File: src/rtl/ram_port_arbiter.sv
// Round-robin arbiter sharing one dual-port word RAM (1 write port, 1 read port) among NREQ requesters.
// Latency: grant/req_ready combinational in the request cycle; read data + one-hot rsp_valid 1 cycle after acceptance.
// Backpressure: req_ready only to the winner of each port; responses have no backpressure (requesters always accept).
//
// Ports:
//   clk, rst                     clock, asynchronous active-high reset
//   req_valid/req_we/req_addr/req_wdata/req_ready   per-requester request channel (packed, requester i at slot i)
//   rsp_valid (one-hot), rsp_data                   read response, shared data bus
//   ram_wraddress/ram_wren/ram_data                 RAM write port
//   ram_rdaddress/ram_q                             RAM read port (ram_q registered, 1 cycle after address)
module ram_port_arbiter #(
   parameter int NREQ = 2,
   parameter int DW   = 64,
   parameter int AW   = 6
) (
   input  logic              clk,
   input  logic              rst,
   input  logic [NREQ-1:0]   req_valid,
   input  logic [NREQ-1:0]   req_we,
   input  logic [NREQ*AW-1:0] req_addr,
   input  logic [NREQ*DW-1:0] req_wdata,
   output logic [NREQ-1:0]   req_ready,
   output logic [NREQ-1:0]   rsp_valid,
   output logic [DW-1:0]     rsp_data,
   output logic [AW-1:0]     ram_wraddress,
   output logic              ram_wren,
   output logic [DW-1:0]     ram_data,
   output logic [AW-1:0]     ram_rdaddress,
   input  logic [DW-1:0]     ram_q
);

   localparam int PW = (NREQ > 1) ? $clog2(NREQ) : 1;

   logic [PW-1:0]   wptr, rptr;
   logic [PW-1:0]   widx, ridx;
   logic [NREQ-1:0] wcand, rcand;
   logic [NREQ-1:0] wgnt, rgnt;
   logic            wany, rany;

   // First candidate at or above ptr, wrapping to 0. With no candidate the
   // pointer requester is returned so the RAM fields stay driven.
   function automatic logic [PW-1:0] rr_pick(input logic [NREQ-1:0] cand,
                                             input logic [PW-1:0]   ptr);
      logic [PW-1:0] pick;
      logic [PW-1:0] idx;
      logic          hit;
      pick = ptr;
      hit  = 1'b0;
      for (int k = 0; k < NREQ; k++) begin
         idx = PW'((int'(ptr) + k) % NREQ);
         if (!hit && cand[idx]) begin
            hit  = 1'b1;
            pick = idx;
         end
      end
      return pick;
   endfunction

   // (g+1) mod NREQ; collapses to constant 0 when NREQ == 1.
   function automatic logic [PW-1:0] ptr_next(input logic [PW-1:0] g);
      if (int'(g) >= NREQ - 1) return '0;
      return g + 1'b1;
   endfunction

   assign wcand = req_valid & req_we;
   assign rcand = req_valid & ~req_we;
   assign wany  = |wcand;
   assign rany  = |rcand;
   assign widx  = rr_pick(wcand, wptr);
   assign ridx  = rr_pick(rcand, rptr);

   always_comb begin
      wgnt = '0;
      rgnt = '0;
      if (wany) wgnt[widx] = 1'b1;
      if (rany) rgnt[ridx] = 1'b1;
   end

   // A requester is in exactly one class per cycle, so the two grants never overlap.
   assign req_ready     = (wgnt | rgnt) & {NREQ{~rst}};

   assign ram_wren      = wany & ~rst;
   assign ram_wraddress = req_addr[int'(widx)*AW +: AW];
   assign ram_data      = req_wdata[int'(widx)*DW +: DW];
   assign ram_rdaddress = req_addr[int'(ridx)*AW +: AW];

   // RAM read data is already registered; only the valid needs a stage to line up.
   assign rsp_data      = ram_q;

   always_ff @(posedge clk or posedge rst) begin
      if (rst) begin
         wptr      <= '0;
         rptr      <= '0;
         rsp_valid <= '0;
      end else begin
         if (wany) wptr <= ptr_next(widx);
         if (rany) rptr <= ptr_next(ridx);
         rsp_valid <= rgnt;
      end
   end

endmodule

File: config.mk
export PLATFORM = sky130hd
export DESIGN_NAME = ram_port_arbiter
export DESIGN_NICKNAME = d
export VERILOG_FILES = /design/src/rtl/ram_port_arbiter.sv
export SDC_FILE = /design/constraint.sdc
export NUM_CORES = 1
export LEC_CHECK = 0
export ABC_CLOCK_PERIOD_IN_PS = 4400
export CORE_AREA = 2 2 138 140
export DETAILED_ROUTE_END_ITERATION = 8
export DIE_AREA = 0 0 140 142
export PLACE_DENSITY_LB_ADDON = 0.08
export REMOVE_ABC_BUFFERS = 1
export SETUP_SLACK_MARGIN = 0.05
export SLEW_MARGIN = 30
export SYNTH_ARGS = -nofsm -noshare
export SYNTH_HDL_FRONTEND = slang
export SYNTH_SLANG_ARGS = --single-unit
File: constraint.sdc
create_clock -name clk -period 4.4 [get_ports clk]
set_input_delay 1.1 -clock clk [delete_from_list [all_inputs] [get_ports clk]]
set_output_delay 1.1 -clock clk [all_outputs]
set_load 0.005 [all_outputs]
## Word-level counts from Yosys, hierarchy flattened

Index checks and enable logic that the tools add are counted.

| operators by class | value |
|---|---|
| add/sub/neg operators | 4 |
| multipliers | 2 |
| order comparisons | 10 |
| shifts and indexed selects | 3 |
| multiplexer cells | 26 |
| bitwise gates (word level) | 7 |
| reduce and logical (&&, ||, !) cells | 8 |

Operator list:

| cell | number |
|---|---|
| 128-bit by 8-bit indexed part select with 64-bit output | 1 |
| 12-bit by 5-bit indexed part select with 6-bit output | 2 |
| 1-bit two-way mux | 22 |
| 1-bit by 2-bit less-than comparator with 1-bit output, second input constant | 6 |
| 2-bit AND | 3 |
| 1-bit by 2-bit multiplier with 3-bit output, second input constant | 2 |
| 1-bit adder, second input constant | 4 |
| 1-bit >= comparator, second input constant | 4 |
| 1-bit logical AND | 4 |
| 2-bit two-way mux | 2 |
| 2-bit OR reduction | 2 |
| 1-bit demux with 1-bit select | 2 |
| 1-bit zero test | 2 |
| 2-bit inverter | 1 |
| 2-bit bitwise OR | 1 |
| 1-bit AND | 1 |
| 1-bit inverter | 1 |

| storage, ports and cells | value |
|---|---|
| register bits | 4 |
| input port bits | 210 |
| output and inout bits | 145 |
| word-level logic and storage cells | 63 |

## Longest topological paths before layout

Gate-level depths: netlist of run 1.

| logic depth | value |
|---|---|
| word-level depth | 15 |
| gate-level depth with buffers | 4 |
| depth with buffers taken out | 3 |

## Worst setup path after synthesis of run 1

No wires, ideal clock.

| timing | value |
|---|---|
| path kind | input to output |
| start | input req_valid[1] |
| end | output ram_data[10] |
| arrival | 2.099 ns |
| data required time | 3.300 ns |
| path slack | 1.201 ns |
| cell stages on the path | 4 |
| buffers on the path | 1 |
| path through | nand3_1 > a31oi_4 > clkbuf_8 > mux2_2 |

| on the way | value |
|---|---|
| longest elaborated chain between the ends | 8 |
| elaborated cells on any way between the ends | 10 |
| classes of those cells | shift: 1; mux: 6; bitwise: 1; reduce/logical: 2 |

RTL lines:

| element | RTL line | text |
|---|---|---|
| start: declaration | 18 | `input logic [NREQ-1:0] req_valid,` |
| 2-bit AND * | 65 | `assign wcand = req_valid & req_we;` |
| 1-bit two-way mux (not written as such) (2 in series) | 51 | `if (!hit && cand[idx]) begin` |
| 1-bit two-way mux | 51 |  |
| 1-bit zero test | 51 |  |
| 1-bit logical AND * | 51 |  |
| 1-bit two-way mux * | 51 |  |
| 128-bit by 8-bit indexed part select with 64-bit output * | 84 | `assign ram_data = req_wdata[int'(widx)*DW +: DW];` |
| end: declaration | 27 | `output logic [DW-1:0] ram_data,` |

Mark *: on every way between the ends. The rest lies on a longest branch, timed or not. The select of a mux whose other input is x is not followed.

## Worst setup path in the final report of run 1

| timing | value |
|---|---|
| start | input req_we[1] |
| end | output ram_data[13] |

| on the way | value |
|---|---|
| longest elaborated chain between the ends | 8 |
| elaborated cells on any way between the ends | 10 |
| classes of those cells | shift: 1; mux: 6; bitwise: 1; reduce/logical: 2 |

RTL lines:

| element | RTL line | text |
|---|---|---|
| start: declaration | 19 | `input logic [NREQ-1:0] req_we,` |
| 2-bit AND * | 65 |  |
| 1-bit two-way mux (not written as such) (2 in series) | 51 |  |
| 1-bit two-way mux | 51 |  |
| 1-bit zero test | 51 |  |
| 1-bit logical AND * | 51 |  |
| 1-bit two-way mux * | 51 |  |
| 128-bit by 8-bit indexed part select with 64-bit output * | 84 |  |

Marked as above.

==> results of run 1 <==
## layer usage
layer | part of all wire | global-route usage | vias up
li1 | - | - | 888
met1 | 0.26 | 0.08898 | 901
met2 | 0.50 | 0.2209 | 238
met3 | 0.22 | 0.1279 | 6
met4 | 0.0036 | 0.009038 | 4
met5 | 0.011 | 0.08271 | -
## layout make-up
type,instances,area [um2]
Clock buffer,3,75.07
Fill cell,2029,14560
Inverter,1,3.754
Multi-Input combinational cell,98,1006
Sequential cell,4,100.1
Tap cell,234,292.8
Timing Repair Buffer,238,2417
## sequential cells by signal, indices dropped and copies added, names as in the netlist
name	cells
rptr	1
rsp_valid	2
wptr	1
## cells in the final DEF (no fill, tap or decap), types with 4 or more instances in the layout
master	instances
clkdlybuf4s50_1	225
mux2_2	70
mux2_1	6
buf_12	5
buf_4	7
dfrtp_1	4
## power breakdown
| part | leakage (nW) | switching (mW) | internal, mW | total (mW) |
|---|---|---|---|---|
| combinational | 1.34 | 0.169 | 0.418 | 0.587 |
| clock | 0.0370 | 0.0266 | 0.116 | 0.143 |
| sequential | 0.0498 | 0.00513 | 0.0412 | 0.0463 |
## kinds of logic after synthesis
family | after synthesis
AO/OA/AOI/OAI | 8
AND/OR/NAND/NOR | 12
flip-flops | 4
adder cells (fa/ha/maj) | 1
multiplexers | 77
buffers and inverters | 72
## path summary, 6_finish.rpt
kind | startpoint | endpoint | slack (ns) | cells past startpoint
setup / recovery | req_we[1] | ram_data[13] | 0.19 | 7
hold / removal | rptr | rptr | 0.58 | 1
setup reg to reg | rptr | rsp_valid[1] | 3.66 | 1
hold reg to reg | rptr | rptr | 0.58 | 1
max in group asynchronous | rst | rsp_valid[1] | 3.10 | 2
min in group asynchronous | rst | wptr | 1.12 | 2
## synth_stat cells
cell and n:
and3_1 3, nand3_1 1, dfrtp_1 4, a21oi_1 3
maj3_2 1, buf_6 5, nor3b_1 1, nand2b_1 1
buf_4 64, and3b_1 1, mux2i_1 1, mux2_1 6
mux2_2 70, nand2_1 3, a31oi_4 1, inv_1 1
and2b_1 1, nor3_1 1, o21ai_0 3, clkbuf_8 2
o21a_1 1
## per-stage QoR
| stage | std cells | setup WS [ns] | area, um2 | hold slack, ns |
|---|---|---|---|---|
| after floorplan | 103 | 0.3602 | 1110 | 0.5054 |
| after global placement | 573 | 0.02068 | 3802 | 0.5635 |
| after detailed placement | 573 | 0.04874 | 3802 | 0.5676 |
| after CTS | 578 | 0.06765 | 3892 | 0.5743 |
| after global routing | 578 | 0.07148 | 3895 | 0.6173 |
| final | 578 | 0.1884 | 3895 | 0.5775 |
## what timing repair did
| item | 4_1_cts | 5_1_grt |
|---|---|---|
| endpoints found under the setup margin | 1 | 58 |
| setup buffers | 2 | 0 |
| resized for setup | 0 | 1 |
| pin swaps | 0 | 1 |
==> flow_summary.html, run 1 <==
<table>
<tr><th>Metric</th><th>Value</th></tr>
<tr><th colspan="2">Synth</th></tr>
<tr><td>Number of flip-flops and latches in the synthesized netlist</td><td>4</td></tr>
<tr><td>Top-area cell type share of the netlist area</td><td>0.4709</td></tr>
<tr><td>Netlist area before placement</td><td>1674 um2</td></tr>
<tr><td>XOR/XNOR Fraction of Synth Area</td><td>0</td></tr>
<tr><td>Cell types with the largest area share after synthesis</td><td>mux2_2, buf_4, dfrtp_1</td></tr>
<tr><td>Combinational family with the most area after synthesis</td><td>multiplexers</td></tr>
<tr><td>Sequential share of the synthesized area</td><td>0.05979</td></tr>
<tr><td>Adder and majority cell fraction of the synthesized area</td><td>0.006726</td></tr>
<tr><td>Total number of yosys warnings</td><td>0</td></tr>
<tr><td>Gate Count Post-Synth</td><td>174</td></tr>
<tr><td>Proportion of synthesized area in mux cells</td><td>0.5172</td></tr>
<tr><td>Post-synthesis cell type count</td><td>21</td></tr>
<tr><td>Avg Cell Area, Syn</td><td>9.621 um2</td></tr>
<tr><td>Synth area leader</td><td>mux2_2</td></tr>
<tr><td>Post-synthesis simple-gate area fraction</td><td>0.04185</td></tr>
<tr><td>Complex-gate fraction of the synthesized area</td><td>0.03513</td></tr>
<tr><th colspan="2">Timing</th></tr>
<tr><td>Final Max Slew Viols</td><td>0</td></tr>
<tr><td>Headroom to the max-slew limit</td><td>0.8322</td></tr>
<tr><td>Post-Route Setup TNS</td><td>0 ns</td></tr>
<tr><td>Tcrit/Tclk final</td><td>0.9572</td></tr>
<tr><td>Clock Skews</td><td>0.002237 ns</td></tr>
<tr><td>Number of endpoints with negative hold slack in the final report</td><td>0</td></tr>
<tr><td>Clock period minus worst slack</td><td>4.212 ns</td></tr>
<tr><td>Count of final setup violators</td><td>0</td></tr>
<tr><td>Upper clock frequency limit</td><td>237.4 MHz</td></tr>
<tr><td>RSZ-0062 raised after global routing</td><td>no</td></tr>
<tr><td>Slew at the pin closest to its max-slew limit</td><td>0.2517 ns</td></tr>
<tr><th colspan="2">Worst setup path</th></tr>
<tr><td>Cell occurring most often along the worst timing path</td><td>clkdlybuf4s50_1</td></tr>
<tr><td>Max FO, Critical Path</td><td>10</td></tr>
<tr><td>Arrival time reported for the critical path endpoint</td><td>3.11 ns</td></tr>
<tr><td>Worst path top cell family by delay</td><td>buffers and inverters</td></tr>
<tr><td>Cells traversed along the worst timing path</td><td>clkdlybuf4s50_1 -&gt; nand3_1 -&gt; a31oi_4 -&gt; buf_12 -&gt; buf_4 -&gt; mux2_2 -&gt; clkdlybuf4s50_1</td></tr>
<tr><td>Critical Path End Type</td><td>primary output</td></tr>
<tr><td>Critical-path cell with the highest stage delay</td><td>clkdlybuf4s50_1</td></tr>
<tr><td>Stage delay of the slowest cell on the critical path</td><td>0.52 ns</td></tr>
<tr><td>Kind of critical path</td><td>input port to primary output</td></tr>
<tr><td>Critical path data required time</td><td>3.30 ns</td></tr>
<tr><td>CP Buf/Inv Count</td><td>4</td></tr>
<tr><td>Setup crit start kind</td><td>input port</td></tr>
<tr><th colspan="2">Floorplanning</th></tr>
<tr><td>Initial core utilization</td><td>0.09071</td></tr>
<tr><td>Overall die area</td><td>19,880 um2</td></tr>
<tr><td>Die extent in y</td><td>142 um</td></tr>
<tr><td>Core outline area</td><td>18,460 um2</td></tr>
<tr><td>Die Span X</td><td>140 um</td></tr>
<tr><td>Number of core rows</td><td>50</td></tr>
<tr><td>I/O pin count</td><td>355</td></tr>
<tr><th colspan="2">Min path</th></tr>
<tr><td>Path type of the worst min-delay path</td><td>register to register</td></tr>
<tr><th colspan="2">Global route</th></tr>
<tr><td>Via count of the first global-routing pass</td><td>1,994</td></tr>
<tr><td>Antenna violations before repair</td><td>0</td></tr>
<tr><td>Global-route wire length before repair</td><td>16,680 um</td></tr>
<tr><td>Remaining global-route overflow</td><td>0</td></tr>
<tr><td>Global-route usage over all layers</td><td>0.1226</td></tr>
<tr><td>Pin count of the biggest net entering global routing</td><td>13</td></tr>
<tr><th colspan="2">Route</th></tr>
<tr><td>Number of DRC markers in iteration 0</td><td>75</td></tr>
<tr><td>Number of vias per cell</td><td>3.524</td></tr>
<tr><td>Final routed wire length divided by cell count</td><td>23.25 um</td></tr>
<tr><td>Routed Wire Length</td><td>13,440 um</td></tr>
<tr><td>Count of nets left with antenna violations after detail routing</td><td>0</td></tr>
<tr><td>Total DRC errors in the routed layout</td><td>25</td></tr>
<tr><td>Drt first pass iters</td><td>7</td></tr>
<tr><td>Via count of the routed design</td><td>2,037</td></tr>
<tr><th colspan="2">Clocking</th></tr>
<tr><td>CTS Buf Count</td><td>3</td></tr>
<tr><td>Clock-pin slew of the registers on the worst-case setup and hold paths</td><td>0.03 ns</td></tr>
<tr><td>Number of H-tree levels</td><td>1</td></tr>
<tr><td>Clock tree root driver cell</td><td>clkbuf_16</td></tr>
<tr><td>CTS Buffer Depth</td><td>2</td></tr>
<tr><td>CTS tree</td><td>yes</td></tr>
<tr><td>Latest clock arrival within the worst-skew pair</td><td>0.23 ns</td></tr>
<tr><td>CTS sink cnt</td><td>4</td></tr>
<tr><td>Hold bufs inserted after CTS</td><td>0</td></tr>
<tr><th colspan="2">Placed design</th></tr>
<tr><td>Input/output buffers</td><td>226</td></tr>
<tr><td>Half-perimeter wire length after detailed placement</td><td>12,100 um</td></tr>
<tr><td>Routability-driven placement congestion ratio</td><td>0.7583</td></tr>
<tr><th colspan="2">Layout</th></tr>
<tr><td>Final Core Density</td><td>0.2111</td></tr>
<tr><td>Number of diodes added for antenna fixing</td><td>0</td></tr>
<tr><td>Area grow syn2layout</td><td>132.7%</td></tr>
<tr><td>Count of nets after finishing</td><td>556</td></tr>
<tr><td>Share of cells above drive strength 1</td><td>0.2529</td></tr>
<tr><th colspan="2">Power and ir drop</th></tr>
<tr><td>Highest ir drop seen on vdd</td><td>0.1653 mV</td></tr>
<tr><td>Static leakage</td><td>1.422 nW</td></tr>
<tr><td>Cell area power density</td><td>199.2 nW/um2</td></tr>
<tr><td>Overall power of the completed layout</td><td>0.7758 mW</td></tr>
<tr><th colspan="2">Run</th></tr>
<tr><td>Max-capacitance violation count</td><td>0</td></tr>
<tr><th colspan="2">Outcome</th></tr>
<tr><td>Result of the run</td><td>finished, violations left</td></tr>
<tr><td>Violations in the final reports</td><td>DRC</td></tr>
</table>
Power figures use the tool's default switching activity.
==> inputs of run 2 (changes only) <==
--- a/config.mk
+++ b/config.mk
@@ -6,6 +6,8 @@
 export NUM_CORES = 1
 export LEC_CHECK = 0
 export ABC_CLOCK_PERIOD_IN_PS = 4400
+export CELL_PAD_IN_SITES_DETAIL_PLACEMENT = 0
+export CELL_PAD_IN_SITES_GLOBAL_PLACEMENT = 1
 export CORE_AREA = 2 2 138 140
 export DETAILED_ROUTE_END_ITERATION = 8
 export DIE_AREA = 0 0 140 142
==> flow_summary.html, run 2 (same netlist as run 1, synthesis figures left out) <==
<table>
<tr><th>Metric</th><th>Value</th></tr>
<tr><th colspan="2">Outcome</th></tr>
<tr><td>Result of the run</td><td>finished, violations left (unchanged)</td></tr>
<tr><td>Violations in the final reports</td><td>DRC (unchanged)</td></tr>
<tr><th colspan="2">Placed design</th></tr>
<tr><td>Half-perimeter wire length after detailed placement</td><td>13,770 um (was 12,100 um)</td></tr>
<tr><td>Input/output buffers</td><td>226 (unchanged)</td></tr>
<tr><td>Routability-driven placement congestion ratio</td><td>0.7432 (was 0.7583)</td></tr>
<tr><th colspan="2">Worst setup path</th></tr>
<tr><td>Critical-path cell with the highest stage delay</td><td>clkdlybuf4s50_1 (unchanged)</td></tr>
<tr><td>Number of cell instances on the worst register-to-register path</td><td>1 (unchanged)</td></tr>
<tr><td>Arrival time reported for the critical path endpoint</td><td>3.16 ns (was 3.11 ns)</td></tr>
<tr><td>Kind of critical path</td><td>input port to primary output (unchanged)</td></tr>
<tr><td>Cells traversed along the worst timing path</td><td>clkdlybuf4s50_1 -&gt; nand3_1 -&gt; a31oi_4 -&gt; buf_12 -&gt; buf_12 -&gt; mux2_2 -&gt; clkdlybuf4s50_1 (was clkdlybuf4s50_1 -&gt; nand3_1 -&gt; a31oi_4 -&gt; buf_12 -&gt; buf_4 -&gt; mux2_2 -&gt; clkdlybuf4s50_1)</td></tr>
<tr><td>Stage delay of the slowest cell on the critical path</td><td>0.51 ns (was 0.52 ns)</td></tr>
<tr><td>Critical path data required time</td><td>3.30 ns (about the same)</td></tr>
<tr><td>Critical Path End Type</td><td>primary output (unchanged)</td></tr>
<tr><td>Max FO, Critical Path</td><td>29 (was 10)</td></tr>
<tr><td>Setup crit start kind</td><td>input port (unchanged)</td></tr>
<tr><th colspan="2">Route</th></tr>
<tr><td>Drt first pass iters</td><td>8 (was 7)</td></tr>
<tr><td>Final routed wire length divided by cell count</td><td>27.62 um (was 23.25 um)</td></tr>
<tr><td>Total DRC errors in the routed layout</td><td>25 (unchanged)</td></tr>
<tr><td>Number of vias per cell</td><td>3.633 (was 3.524)</td></tr>
<tr><td>Routed Wire Length</td><td>15,800 um (was 13,440 um)</td></tr>
<tr><td>Via count of the routed design</td><td>2,078 (was 2,037)</td></tr>
<tr><td>Count of nets left with antenna violations after detail routing</td><td>0 (unchanged)</td></tr>
<tr><td>Number of DRC markers in iteration 0</td><td>77 (was 75)</td></tr>
<tr><th colspan="2">Clocking</th></tr>
<tr><td>Number of H-tree levels</td><td>1 (unchanged)</td></tr>
<tr><td>Latest clock arrival within the worst-skew pair</td><td>0.22 ns (was 0.23 ns)</td></tr>
<tr><td>Hold bufs inserted after CTS</td><td>0 (unchanged)</td></tr>
<tr><td>Clock-pin slew of the registers on the worst-case setup and hold paths</td><td>0.03 ns (about the same)</td></tr>
<tr><td>CTS tree</td><td>yes (unchanged)</td></tr>
<tr><td>CTS Buf Count</td><td>3 (unchanged)</td></tr>
<tr><td>Postcts setup bufs</td><td>0 (was 2)</td></tr>
<tr><td>CTS Buffer Depth</td><td>2 (unchanged)</td></tr>
<tr><td>CTS sink cnt</td><td>4 (unchanged)</td></tr>
<tr><td>Number of gates resized after cts</td><td>0 (unchanged)</td></tr>
<tr><td>Clock tree root driver cell</td><td>clkbuf_16 (unchanged)</td></tr>
<tr><th colspan="2">Layout</th></tr>
<tr><td>Flip-flop count of the largest register after layout</td><td>2 (unchanged)</td></tr>
<tr><td>Area taken by flip-flops and latches</td><td>100.1 um2 (unchanged)</td></tr>
<tr><td>Share of cells above drive strength 1</td><td>0.2396 (was 0.2529)</td></tr>
<tr><td>Largest registers</td><td>rsp_valid x2, rptr x1, wptr x1 (unchanged)</td></tr>
<tr><td>Area of the multi-input gates</td><td>1006 um2 (unchanged)</td></tr>
<tr><td>Number of diodes added for antenna fixing</td><td>0 (unchanged)</td></tr>
<tr><td>Most common cell after layout, fill and taps aside</td><td>clkdlybuf4s50_1 (unchanged)</td></tr>
<tr><td>Most frequent cells in the layout</td><td>clkdlybuf4s50_1, mux2_2, mux2_1 (was clkdlybuf4s50_1, mux2_2, buf_4)</td></tr>
<tr><td>Register with the highest flop count</td><td>rsp_valid (unchanged)</td></tr>
<tr><td>Count of nets after finishing</td><td>550 (was 556)</td></tr>
<tr><td>Area grow syn2layout</td><td>129.4% (was 132.7%)</td></tr>
<tr><td>Filler Cell Count</td><td>2,021 (was 2,029)</td></tr>
<tr><th colspan="2">Timing</th></tr>
<tr><td>Worst hold margin</td><td>0.5688 ns (was 0.5775 ns)</td></tr>
<tr><td>Tcrit/Tclk final</td><td>0.9674 (was 0.9572)</td></tr>
<tr><td>Number of endpoints with negative hold slack in the final report</td><td>0 (unchanged)</td></tr>
<tr><td>RSZ-0062 raised after global routing</td><td>no (unchanged)</td></tr>
<tr><td>Final Max Slew Viols</td><td>0 (unchanged)</td></tr>
<tr><td>Post-Route Setup TNS</td><td>0 ns (unchanged)</td></tr>
<tr><td>Clock period minus worst slack</td><td>4.257 ns (was 4.212 ns)</td></tr>
<tr><td>Upper clock frequency limit</td><td>234.9 MHz (was 237.4 MHz)</td></tr>
<tr><td>Headroom to the max-slew limit</td><td>0.8152 (was 0.8322)</td></tr>
<tr><td>Slew at the pin closest to its max-slew limit</td><td>0.2763 ns (was 0.2517 ns)</td></tr>
<tr><td>Count of final setup violators</td><td>0 (unchanged)</td></tr>
<tr><td>Clock Skews</td><td>0.001203 ns (was 0.002237 ns)</td></tr>
<tr><th colspan="2">Power and ir drop</th></tr>
<tr><td>Static leakage</td><td>1.382 nW (was 1.422 nW)</td></tr>
<tr><td>Cell area power density</td><td>197.8 nW/um2 (was 199.2 nW/um2)</td></tr>
<tr><td>Net Switching</td><td>0.1991 mW (was 0.2008 mW)</td></tr>
<tr><td>Combinational share of power</td><td>0.755 (was 0.756)</td></tr>
<tr><td>Internal power</td><td>0.5604 mW (was 0.5750 mW)</td></tr>
<tr><td>Sequential group share of total power</td><td>0.061 (was 0.060)</td></tr>
<tr><td>Highest ir drop seen on vdd</td><td>0.07650 mV (was 0.1653 mV)</td></tr>
<tr><td>Sw Ratio</td><td>0.2621 (was 0.2589)</td></tr>
<tr><td>Part of the total power dissipated in the clock network</td><td>0.184 (about the same)</td></tr>
<tr><th colspan="2">Floorplanning</th></tr>
<tr><td>Number of core rows</td><td>50 (unchanged)</td></tr>
<tr><td>Die Span X</td><td>140 um (unchanged)</td></tr>
<tr><td>Initial core utilization</td><td>0.09071 (unchanged)</td></tr>
<tr><td>Die extent in y</td><td>142 um (unchanged)</td></tr>
<tr><td>I/O pin count</td><td>355 (unchanged)</td></tr>
<tr><td>Overall die area</td><td>19,880 um2 (unchanged)</td></tr>
<tr><td>Core outline area</td><td>18,460 um2 (unchanged)</td></tr>
<tr><th colspan="2">Run</th></tr>
<tr><td>Max-capacitance violation count</td><td>0 (unchanged)</td></tr>
<tr><th colspan="2">Global route</th></tr>
<tr><td>Pin count of the biggest net entering global routing</td><td>42 (was 13)</td></tr>
<tr><td>Global-route wire length before repair</td><td>19,670 um (was 16,680 um)</td></tr>
<tr><td>Global-route usage over all layers</td><td>0.1470 (was 0.1226)</td></tr>
<tr><td>Via count of the first global-routing pass</td><td>2,150 (was 1,994)</td></tr>
<tr><td>Remaining global-route overflow</td><td>0 (unchanged)</td></tr>
<tr><td>Antenna violations before repair</td><td>0 (unchanged)</td></tr>
<tr><th colspan="2">Min path</th></tr>
<tr><td>Instance count along the most critical hold path</td><td>1 (unchanged)</td></tr>
<tr><td>Path type of the worst min-delay path</td><td>register to register (unchanged)</td></tr>
</table>
-- run 2: cell type report --
cell class / count / share of cell area
clock buffer: 3 / 0.01955
sequential: 4 / 0.02607
inverter: 1 / 0.0009775
multi-input combinational: 98 / 0.2620
timing repair buffer: 232 / 0.6152
tap: 234 / 0.07625
-- run 2: final timing paths --
check | slack, ns | startpoint | end
setup / recovery | 0.14 | req_valid[1] | ram_data[10]
hold / removal | 0.57 | wptr | wptr
hold reg to reg | 0.57 | wptr | wptr
max in group asynchronous | 3.08 | rst | rsp_valid[1]
min in group asynchronous | 1.13 | rst | wptr
setup reg to reg | 3.64 | rptr | rsp_valid[1]
-- run 2: power by group through the flow --
stage	Sequential, mW	Combinational [mW]	Clock (mW)
3_3_place_gp	0.0472	0.571	0
5_1_grt	0.0475	0.612	0.149
6_report	0.0466	0.573	0.140
4_1_cts	0.0467	0.565	0.143
2_1_floorplan	0.0454	0.189	0
3_5_place_dp	0.0471	0.562	0
-- run 2: critical path: cells and delay by family --
family,cells,cell delay [ns]
buffers and inverters,4,1.32
multiplexers,1,0.37
AO/OA/AOI/OAI,1,0.20
AND/OR/NAND/NOR,1,0.13
-- run 2: routing by layer --
metal,part of all wire,GRT usage,up-vias
li1,-,-,879
met3,0.24,0.1615,12
met5,0.010,0.06516,-
met2,0.44,0.2302,270
met4,0.0062,0.01967,6
met1,0.30,0.1282,911
-- run 2: through the flow --
stage	setup slack (ns)	power (mW)	instance area [um2]	cells	util
after floorplan	0.3602	0.2347	1110	103	-
after global placement	0.07695	0.6184	3720	567	0.2016
after detailed placement	0.08962	0.6087	3720	567	0.2016
after CTS	0.08684	0.7549	3795	570	0.2056
after global routing	0.07717	0.8084	3840	572	0.2081
final	0.1435	0.7595	3840	572	0.2081
==> inputs of run 3 (changes only) <==
--- a/config.mk
+++ b/config.mk
@@ -5,15 +5,16 @@
 export SDC_FILE = /design/constraint.sdc
 export NUM_CORES = 1
 export LEC_CHECK = 0
-export ABC_CLOCK_PERIOD_IN_PS = 4400
+export ABC_CLOCK_PERIOD_IN_PS = 4100
 export CELL_PAD_IN_SITES_DETAIL_PLACEMENT = 0
 export CELL_PAD_IN_SITES_GLOBAL_PLACEMENT = 1
-export CORE_AREA = 2 2 138 140
+export CORE_AREA = 2 2 137 139
 export DETAILED_ROUTE_END_ITERATION = 8
-export DIE_AREA = 0 0 140 142
+export DIE_AREA = 0 0 139 141
 export PLACE_DENSITY_LB_ADDON = 0.08
 export REMOVE_ABC_BUFFERS = 1
 export SETUP_SLACK_MARGIN = 0.05
+export SKIP_CTS_REPAIR_TIMING = 1
 export SLEW_MARGIN = 30
 export SYNTH_ARGS = -nofsm -noshare
 export SYNTH_HDL_FRONTEND = slang
==> constraint.sdc (replaced) <==
create_clock -name clk -period 4.1 [get_ports clk]
set_input_delay 1.025 -clock clk [delete_from_list [all_inputs] [get_ports clk]]
set_output_delay 1.025 -clock clk [all_outputs]
set_load 0.005 [all_outputs]
==> flow_summary.html, run 3 (same netlist as run 1, synthesis figures left out) <==
<table>
<tr><th>Metric</th><th>Value</th></tr>
<tr><th colspan="2">Floorplanning</th></tr>
<tr><td>Die extent in y</td><td>141 um (was 142 um)</td></tr>
<tr><td>Die Span X</td><td>139 um (was 140 um)</td></tr>
<tr><td>Overall die area</td><td>19,600 um2 (was 19,880 um2)</td></tr>
<tr><td>Number of core rows</td><td>50 (unchanged)</td></tr>
<tr><td>I/O pin count</td><td>355 (unchanged)</td></tr>
<tr><td>Core outline area</td><td>18,270 um2 (was 18,460 um2)</td></tr>
<tr><td>Initial core utilization</td><td>0.09164 (was 0.09071)</td></tr>
<tr><th colspan="2">Placed design</th></tr>
<tr><td>Half-perimeter wire length after detailed placement</td><td>14,570 um (was 13,770 um)</td></tr>
<tr><td>Routability-driven placement congestion ratio</td><td>0.7478 (was 0.7432)</td></tr>
<tr><td>Input/output buffers</td><td>226 (unchanged)</td></tr>
<tr><td>Cell Area, Placed</td><td>3750 um2 (was 3720 um2)</td></tr>
<tr><td>Setup slack at placement</td><td>-0.07070 ns (was 0.08962 ns)</td></tr>
<tr><td>Number of placed instances with taps included</td><td>571 (was 567)</td></tr>
<tr><th colspan="2">Route</th></tr>
<tr><td>Via count of the routed design</td><td>2,058 (was 2,078)</td></tr>
<tr><td>Routed Wire Length</td><td>16,770 um (was 15,800 um)</td></tr>
<tr><td>Final routed wire length divided by cell count</td><td>29.01 um (was 27.62 um)</td></tr>
<tr><td>Count of nets left with antenna violations after detail routing</td><td>0 (unchanged)</td></tr>
<tr><td>Number of DRC markers in iteration 0</td><td>65 (was 77)</td></tr>
<tr><td>Total DRC errors in the routed layout</td><td>0 (was 25)</td></tr>
<tr><td>Drt first pass iters</td><td>4 (was 8)</td></tr>
<tr><td>Number of vias per cell</td><td>3.561 (was 3.633)</td></tr>
<tr><th colspan="2">Worst setup path</th></tr>
<tr><td>Setup crit start kind</td><td>input port (unchanged)</td></tr>
<tr><td>Critical path data required time</td><td>3.07 ns (was 3.30 ns)</td></tr>
<tr><td>Max FO, Critical Path</td><td>17 (was 29)</td></tr>
<tr><td>Kind of critical path</td><td>input port to primary output (unchanged)</td></tr>
<tr><td>Arrival time reported for the critical path endpoint</td><td>2.96 ns (was 3.16 ns)</td></tr>
<tr><td>Critical Path End Type</td><td>primary output (unchanged)</td></tr>
<tr><th colspan="2">Outcome</th></tr>
<tr><td>Result of the run</td><td>finished clean (was finished, violations left)</td></tr>
<tr><th colspan="2">Timing</th></tr>
<tr><td>Slew at the pin closest to its max-slew limit</td><td>0.2472 ns (was 0.2763 ns)</td></tr>
<tr><td>Number of endpoints with negative hold slack in the final report</td><td>0 (unchanged)</td></tr>
<tr><td>Post-Route Setup TNS</td><td>0 ns (unchanged)</td></tr>
<tr><td>RSZ-0062 raised after global routing</td><td>no (unchanged)</td></tr>
<tr><td>Setup ws final</td><td>0.1149 ns (was 0.1435 ns)</td></tr>
<tr><td>Tcrit/Tclk final</td><td>0.9720</td></tr>
<tr><td>Count of final setup violators</td><td>0 (unchanged)</td></tr>
<tr><td>Clock Skews</td><td>0.0001434 ns (was 0.001203 ns)</td></tr>
<tr><td>Final Max Slew Viols</td><td>0 (unchanged)</td></tr>
<tr><td>Headroom to the max-slew limit</td><td>0.8352 (was 0.8152)</td></tr>
<tr><td>Worst hold margin</td><td>0.5862 ns (was 0.5688 ns)</td></tr>
<tr><td>Upper clock frequency limit</td><td>250.9 MHz</td></tr>
<tr><td>Clock period minus worst slack</td><td>3.985 ns</td></tr>
<tr><th colspan="2">Min path</th></tr>
<tr><td>Path type of the worst min-delay path</td><td>register to register (unchanged)</td></tr>
<tr><th colspan="2">Global route</th></tr>
<tr><td>Remaining global-route overflow</td><td>0 (unchanged)</td></tr>
<tr><td>Global-route usage over all layers</td><td>0.1555 (was 0.1470)</td></tr>
<tr><td>Pin count of the biggest net entering global routing</td><td>37 (was 42)</td></tr>
<tr><td>Global-route wire length before repair</td><td>20,680 um (was 19,670 um)</td></tr>
<tr><td>Antenna violations before repair</td><td>0 (unchanged)</td></tr>
<tr><td>Via count of the first global-routing pass</td><td>2,166 (was 2,150)</td></tr>
<tr><th colspan="2">Clocking</th></tr>
<tr><td>CTS tree</td><td>yes (unchanged)</td></tr>
<tr><td>CTS Buf Count</td><td>3 (unchanged)</td></tr>
<tr><td>Number of H-tree levels</td><td>1 (unchanged)</td></tr>
<tr><td>Clock-pin slew of the registers on the worst-case setup and hold paths</td><td>0.03 ns (about the same)</td></tr>
<tr><td>CTS Buffer Depth</td><td>2 (unchanged)</td></tr>
<tr><td>CTS sink cnt</td><td>4 (unchanged)</td></tr>
<tr><td>Latest clock arrival within the worst-skew pair</td><td>0.22 ns (about the same)</td></tr>
<tr><td>Clock tree root driver cell</td><td>clkbuf_16 (unchanged)</td></tr>
<tr><th colspan="2">Layout</th></tr>
<tr><td>Share of cells above drive strength 1</td><td>0.2558 (was 0.2396)</td></tr>
<tr><td>Non-filler instance count after layout</td><td>578 (was 572)</td></tr>
<tr><td>Most common cell after layout, fill and taps aside</td><td>clkdlybuf4s50_1 (unchanged)</td></tr>
<tr><td>Flip-flop count of the largest register after layout</td><td>2 (unchanged)</td></tr>
<tr><td>Finished layout cell area</td><td>3970 um2 (was 3840 um2)</td></tr>
<tr><td>Area grow syn2layout</td><td>137.1% (was 129.4%)</td></tr>
<tr><td>Register with the highest flop count</td><td>rsp_valid (unchanged)</td></tr>
<tr><td>Count of nets after finishing</td><td>556 (was 550)</td></tr>
<tr><td>Most frequent cells in the layout</td><td>clkdlybuf4s50_1, mux2_2, dlymetal6s2s_1 (was clkdlybuf4s50_1, mux2_2, mux2_1)</td></tr>
<tr><td>Largest registers</td><td>rsp_valid x2, rptr x1, wptr x1 (unchanged)</td></tr>
<tr><td>Number of diodes added for antenna fixing</td><td>0 (unchanged)</td></tr>
<tr><th colspan="2">Run</th></tr>
<tr><td>Max-capacitance violation count</td><td>0 (unchanged)</td></tr>
<tr><th colspan="2">Power and ir drop</th></tr>
<tr><td>Highest ir drop seen on vdd</td><td>0.3196 mV (was 0.07650 mV)</td></tr>
<tr><td>Static leakage</td><td>1.542 nW (was 1.382 nW)</td></tr>
<tr><td>Cell area power density</td><td>213.4 nW/um2 (was 197.8 nW/um2)</td></tr>
</table>
==> run 3: final timing paths <==
path,to,cells after the start,from,slack (ns)
worst max-delay path,ram_data[12],6,req_valid[0],0.11
worst min-delay path,wptr,1,wptr,0.59
max in group asynchronous,rsp_valid[1],2,rst,2.88
worst max register to register,rsp_valid[1],1,rptr,3.33
min in group asynchronous,rsp_valid[0],2,rst,1.04
worst min register to register,wptr,1,wptr,0.59
==> run 3: routing by layer <==
layer,routed length (um),global-route usage,vias up
li1,-,-,887
met1,4866,0.1259,890
met2,7887,0.2608,269
met3,3755,0.1736,6
met4,30,0.006380,6
met5,230,0.07018,-
==> run 3: cell type report <==
| type | instances | area (um2) |
|---|---|---|
| Fill cell | 1975 | 14300 |
| Timing Repair Buffer | 238 | 2487 |
| Multi-Input combinational cell | 98 | 1011 |
| Tap cell | 234 | 292.8 |
| Sequential cell | 4 | 100.1 |
| Clock buffer | 3 | 75.07 |
| Inverter | 1 | 3.754 |
==> run 3: worst max-delay path: stages <==
cell and delay, ns:
clkdlybuf4s50_1 0.49, a31oi_4 0.24, buf_12 0.17, buf_16 0.17
mux2_2 0.34, clkdlybuf4s50_1 0.50
==> run 3: power by group <==
part           leakage [nW]  total, mW  internal (mW)  switching [mW]
combinational          1.46      0.646          0.452           0.194
clock                0.0370      0.152          0.125          0.0271
sequential           0.0498     0.0501         0.0441         0.00599
==> run 3: per-stage QoR <==
stage	utilization	total power, mW
finish	0.2173	0.8473
global route	0.2173	0.8989
CTS	0.2094	0.8172
detailed placement	0.2053	0.6595
global placement	0.2053	0.6682
floorplan	-	0.2519
